==> src/rtl/cabac_bin_sequencer.sv <==
// CABAC bin sequencer: owns the bitstream reservoir, runs the decoder init load
// and steps the arithmetic decoder core once per parser bin request.
//
// state | meaning
// ------+--------------------------------------------------------------
// IDLE  | no slice active, reservoir idle, every strobe low
// INIT  | refilling until INIT_BITS are buffered, then one init_load
// WAIT  | waiting for a parser request (needs >= 8 buffered bits)
// EXEC  | single cycle: core stepped, bin captured, renorm bits consumed
// RESP  | decoded bin offered to the parser until bin_ready
module cabac_bin_sequencer #(
  parameter int BIN_WIDTH = 1,
  parameter int INIT_BITS = 16
) (
  input  logic                 clk,
  input  logic                 reset,
  input  logic                 start,
  input  logic                 bs_valid,
  output logic                 bs_ready,
  input  logic [31:0]          bs_data,
  input  logic                 req_valid,
  output logic                 req_ready,
  input  logic                 req_bypass,
  input  logic [7:0]           req_pstate,
  output logic                 bin_valid,
  input  logic                 bin_ready,
  output logic [BIN_WIDTH-1:0] bin_data,
  output logic                 dec_step,
  output logic                 dec_bypass,
  output logic [7:0]           dec_pstate,
  input  logic [BIN_WIDTH-1:0] dec_bin,
  input  logic [2:0]           dec_numbits,
  output logic [7:0]           dec_bits,
  output logic                 init_load,
  output logic [INIT_BITS-1:0] init_value
);

  typedef enum logic [2:0] {S_IDLE, S_INIT, S_WAIT, S_EXEC, S_RESP} state_t;

  localparam logic [6:0] INIT_CNT = 7'(INIT_BITS);
  localparam logic [4:0] INIT_CONSUME = 5'(INIT_BITS);

  state_t               state_q, state_d;
  logic [63:0]          res_q, res_d, res_shift;
  logic [6:0]           cnt_q, cnt_d, cnt_after;
  logic [4:0]           consume;
  logic                 push;
  logic                 bypass_q, bypass_d;
  logic [7:0]           pstate_q, pstate_d;
  logic [BIN_WIDTH-1:0] bin_q, bin_d;

  // Next-state, handshakes and the number of reservoir bits consumed this cycle.
  always_comb begin
    state_d   = state_q;
    bs_ready  = 1'b0;
    req_ready = 1'b0;
    bin_valid = 1'b0;
    dec_step  = 1'b0;
    init_load = 1'b0;
    consume   = 5'd0;
    bypass_d  = bypass_q;
    pstate_d  = pstate_q;
    bin_d     = bin_q;

    // A word arriving alongside start would be flushed, so it is not accepted.
    if (state_q != S_IDLE && cnt_q <= 7'd32 && !start) bs_ready = 1'b1;

    case (state_q)
      S_IDLE: begin
        if (start) state_d = S_INIT;
      end
      S_INIT: begin
        if (cnt_q >= INIT_CNT) begin
          init_load = 1'b1;
          consume   = INIT_CONSUME;
          state_d   = S_WAIT;
        end
      end
      S_WAIT: begin
        req_ready = (cnt_q >= 7'd8);
        if (req_valid && req_ready) begin
          bypass_d = req_bypass;
          pstate_d = req_pstate;
          state_d  = S_EXEC;
        end
      end
      S_EXEC: begin
        dec_step = 1'b1;
        bin_d    = dec_bin;
        consume  = bypass_q ? 5'd1 : {2'b00, dec_numbits};
        state_d  = S_RESP;
      end
      S_RESP: begin
        bin_valid = 1'b1;
        if (bin_ready) state_d = S_WAIT;
      end
      default: state_d = S_IDLE;
    endcase

    // Abort: never accept a request or load init from a reservoir about to be flushed.
    if (start && state_q != S_IDLE) begin
      req_ready = 1'b0;
      init_load = 1'b0;
      state_d   = S_INIT;
    end
  end

  // Reservoir update: consume from the top, then append the new word right below the survivors.
  always_comb begin
    push      = bs_valid && bs_ready;
    res_shift = res_q << consume;
    cnt_after = cnt_q - {2'b00, consume};
    res_d     = res_shift;
    cnt_d     = cnt_after;
    if (push) begin
      res_d = res_shift | ({bs_data, 32'h0} >> cnt_after);
      cnt_d = cnt_after + 7'd32;
    end
    if (start) begin
      res_d = '0;
      cnt_d = '0;
    end
  end

  // State, reservoir and registered request/bin fields.
  always_ff @(posedge clk) begin
    if (reset) begin
      state_q  <= S_IDLE;
      res_q    <= '0;
      cnt_q    <= '0;
      bypass_q <= 1'b0;
      pstate_q <= '0;
      bin_q    <= '0;
    end else begin
      state_q  <= state_d;
      res_q    <= res_d;
      cnt_q    <= cnt_d;
      bypass_q <= bypass_d;
      pstate_q <= pstate_d;
      bin_q    <= bin_d;
    end
  end

  assign dec_bypass = bypass_q;
  assign dec_pstate = pstate_q;
  assign bin_data   = bin_q;
  assign dec_bits   = dec_step ? res_q[63:56] : 8'h00;
  assign init_value = init_load ? res_q[63 -: INIT_BITS] : '0;

endmodule

==> config.mk <==
export PLATFORM = sky130hd
export DESIGN_NAME = cabac_bin_sequencer
export DESIGN_NICKNAME = d
export VERILOG_FILES = /design/src/rtl/cabac_bin_sequencer.sv
export SDC_FILE = /design/constraint.sdc
export NUM_CORES = 1
export LEC_CHECK = 0
export BUFFER_PORTS_ARGS = -buffer_cell sky130_fd_sc_hd__buf_2
export CAP_MARGIN = 20
export CORE_UTILIZATION = 45
export DETAILED_ROUTE_END_ITERATION = 10
export GPL_TIMING_DRIVEN = 1
export HOLD_SLACK_MARGIN = 0.03
export PLACE_DENSITY = 0.67
export SLEW_MARGIN = 30
export SYNTH_ARGS = -nofsm -noshare
export SYNTH_HDL_FRONTEND = slang
export SYNTH_SLANG_ARGS = --single-unit
==> constraint.sdc <==
create_clock -name clk -period 4.25 [get_ports clk]
set_clock_uncertainty 0.05 [all_clocks]
set_input_delay 0.6375 -clock clk [delete_from_list [all_inputs] [get_ports clk]]
set_output_delay 0.6375 -clock clk [all_outputs]
set_load 0.02 [all_outputs]
==> summary.md <==
| Metric | Value |
|---|---|
| Outcome | finished, final reports clean |
| Area fraction of the dominant cell type after synthesis | about 22% |
| H-tree levels | 3 |
| Post-synthesis instance total | about 1,000 |
| Max cap viols | 0 |
| Pwr/cell area | between 200 and 250 nW/um^2 |
| WS Path Type | flip-flop to flip-flop |
| Post-Route WL | between 20 and 30 mm |
| FP Rows | between 40 and 50 |
| Simple-gate share of the synthesized area | about a fifth |
| WL/cell | about 22 um |
| Leak | between 3 and 4 nW |
| Seq/Total Area, Yosys | ~22% |
| First-pass GRT wire length | between 40 and 50 mm |
| Final slew viol count | 0 |
| Sequential share of power | between 40% and 50% |
| Top post-synthesis cells by count | 162 x mux2i_1, 107 x nand2_1, 84 x dfxtp_1, 79 x nor2_1, 75 x a21oi_1 |
| CTS tree | done |
| Tmin final | about 3.9 ns |
| Xor and xnor area share after synthesis | 1.02% |
| Synth area leader | dfxtp_1 |
| Flops & latches, synth | 84 |
| DRT iter0 DRCs | between 1,000 and 1,500 |
| Max Buffers Root-to-Sink | 2 |
| Largest family of logic cells by synthesized area | multiplexers |
| Remaining Overflow, GRT | 0 |
| CTS Hold Bufs | 0 |
| Die height | 133 um |
| Period utilization | 91.2% |
| Clock power share | a little over two fifths |
| Non-filler cells in the finished layout | ~1,300 |
| Drt first pass iters | 9 |
| Adder-cell share of the synthesized area | approximately 1.1% |
| CP Launch Type | flip-flop |
| Clock sinks | 84 |
| Ys async rst share | 0% |
| Final WS setup | between 0.3 and 0.4 ns |
| Mux cell area share after synthesis | ~29% |
| Peak supply drop | between 0.00015 and 0.0002 V |
| I/O Pins | 90 |
| Detail Placement HPWL | 21.1 mm |
| Worst-margin pin slew | around 0.94 ns |
| Synth Area per Inst | around 8 sq um |
| Number of global-route vias before repair | between 7,000 and 8,000 |
| Synthesized area | between 7000 and 8000 sq um |
| Share of layout cells above drive strength 1 | between 20% and 30% |
| Worst setup EP type | flip-flop |
| Req. time, crit path | between 4 and 5 ns |
| ANT nets after route | 0 |
| Final Hold Fails | 0 |
| Post-synth top flop | dfxtp_1 |
| DRC viols | 0 |
| Antenna violations before repair | 1 |
| HP Class | flip-flop to flip-flop |
| Die W | 133 um |
| CTS root buf | clkbuf_16 |
| I/O Buffers | between 80 and 90 |
| Initial Utilization | a little under half |
| Relative slew slack | 37.6% |
| Switching power | about 0.57 mW |
| Placement Setup Slack | approximately 0.17 ns |
| Synthesized Nets | around 1,000 |
| Leading post-synthesis cells by cell area | dfxtp_1 22%, mux2i_1 21%, mux2_2 6.3% |
| Synth-to-Final Area Change | 15.1% |
| Drt via density | about 6.4 |
| CORE AREA | approximately 17,000 sq um |
| Count of warnings emitted by yosys | 0 |
| Num CTS Buffers | 9 |
| Most frequent cell after synthesis | mux2i_1 |
| Fillers | between 1,500 and 2,000 |
| Comb pwr share | between 15 and 20% |
| WP data arrival | slightly above 4 ns |
| RSZ-0062 raised after global routing | false |
| Largest net degree at the start of global routing | 65 |
| Synth cell types | 69 |
| Max Fanout on Critical Path | 15 |
| Setup TNS | 0 ns |
| Switching Fraction | between 20 and 30% |
| Final setup viols | 0 |
| Clk slew on worst S/H paths | about 0.06 ns |
| Final nets | 1,107 |
| Via Count | between 8,000 and 9,000 |
| Postcts setup bufs | 0 |
| Placed cells | around 1,300 |
| Resized cells post-CTS | 0 |
| Total global-route track usage | roughly a third |
| Internal | 1.39 mW |
| Maximum clock frequency | around 260 MHz |
| Die Area | 17,700 sq um |
| Synth Area in Compound Gates | between 20% and 30% |
| Clk_lat worst skew | 0.36 ns |
| Number of synthesized flops with an enable pin | 0 |
| Global placement routability congestion | between 0.9 and 1 |
## stage by stage
stage          hold WS, ns  utilization [%]  total power [mW]  instance area [sq um]
6_report             0.404             53.3              1.95                   8900
5_1_grt              0.437             53.3              2.00                   8900
4_1_cts              0.410             53.3              1.93                   8900
3_5_place_dp         0.400             51.5              1.13                   8610
3_3_place_gp         0.391             51.5              1.13                   8610
2_1_floorplan        0.468                -              1.01                   7740
## state kept, by name, indices dropped and copies added (netlist names)
register / count
res_q: 64
dec_pstate: 8
cnt_q: 7
state_q: 3
bin_data: 1
dec_bypass: 1
## power by group through the flow
| stage | Clock (mW) | Sequential, mW | Combinational [mW] |
|---|---|---|---|
| floorplan | 0 | 0.816 | 0.191 |
| global placement | 0 | 0.819 | 0.312 |
| detailed placement | 0 | 0.819 | 0.312 |
| CTS | 0.816 | 0.801 | 0.314 |
| global route | 0.851 | 0.801 | 0.344 |
| finish | 0.823 | 0.801 | 0.327 |
## layout by cell type (no fill, tap or decap), types with 6 or more instances in the layout
cell | synthesis | layout
a22oi_1 | 29 | 29
nor3_1 | 18 | 17
dfxtp_1 | 84 | 84
and2_1 | 19 | 19
clkbuf_16 | 0 | 9
a31oi_1 | 16 | 16
nor2b_1 | 6 | 6
nand3_1 | 19 | 19
a21o_1 | 10 | 10
mux2_2 | 43 | 43
o21ai_0 | 45 | 45
o211ai_1 | 10 | 10
buf_4 | 2 | 53
and3_1 | 17 | 17
a21oi_1 | 75 | 75
a221o_1 | 10 | 10
o22ai_1 | 17 | 17
mux4_2 | 6 | 6
nand2_1 | 107 | 107
o22a_1 | 10 | 10
buf_2 | 19 | 89
nor2_1 | 79 | 79
nand2b_1 | 7 | 7
a22o_1 | 10 | 10
mux2i_1 | 162 | 162
## cell families after synthesis
| logic type | after synthesis |
|---|---|
| flops | 84 |
| xor+xnor | 9 |
| fa+ha+maj | 6 |
| simple gates | 304 |
| buf+inv | 96 |
| compound gates | 272 |
| mux | 211 |
## worst max-delay path: stages (launching register included)
cell and delay, ns:
dfxtp_1 0.52, nand2b_1 0.19, nor3_2 0.40, fa_2 0.68, buf_12 0.22, buf_4 0.16, mux2i_1 0.13, mux2i_1 0.19
nand2_1 0.09, o21ai_0 0.18, mux2i_1 0.18, o21ai_0 0.55, a221o_1 0.26
## routing by layer
metal | global-route usage [%] | up-vias | part of all wire, %
li1 | - | 3778 | -
met1 | 42.1 | 3846 | 42
met2 | 47.8 | 501 | 45
met3 | 7.91 | 82 | 10
met4 | 13.0 | 0 | 3.3
met5 | 0 | - | 0
## worst paths after layout
kind | startpoint | end | slack [ns] | cells past startpoint
hold / removal | bin_data | bin_data | 0.40 | 2
setup / recovery | state_q[1] | res_q[7] | 0.37 | 12
setup reg to reg | state_q[1] | res_q[7] | 0.37 | 12
hold reg to reg | bin_data | bin_data | 0.40 | 2
## final cells by class
type / count / area, sq um / share of cell area [%]
Multi-Input combinational cell: 802 / 5730 / 64.4
Sequential cell: 84 / 1680 / 18.9
Timing Repair Buffer: 144 / 883 / 9.92
Tap cell: 220 / 275 / 3.09
Clock buffer: 11 / 243 / 2.73
Clock inverter: 4 / 48.8 / 0.548
Inverter: 9 / 33.8 / 0.379
Antenna cell: 1 / 2.50 / 0.0281
Note: power is estimated with default switching activity, not from simulation.
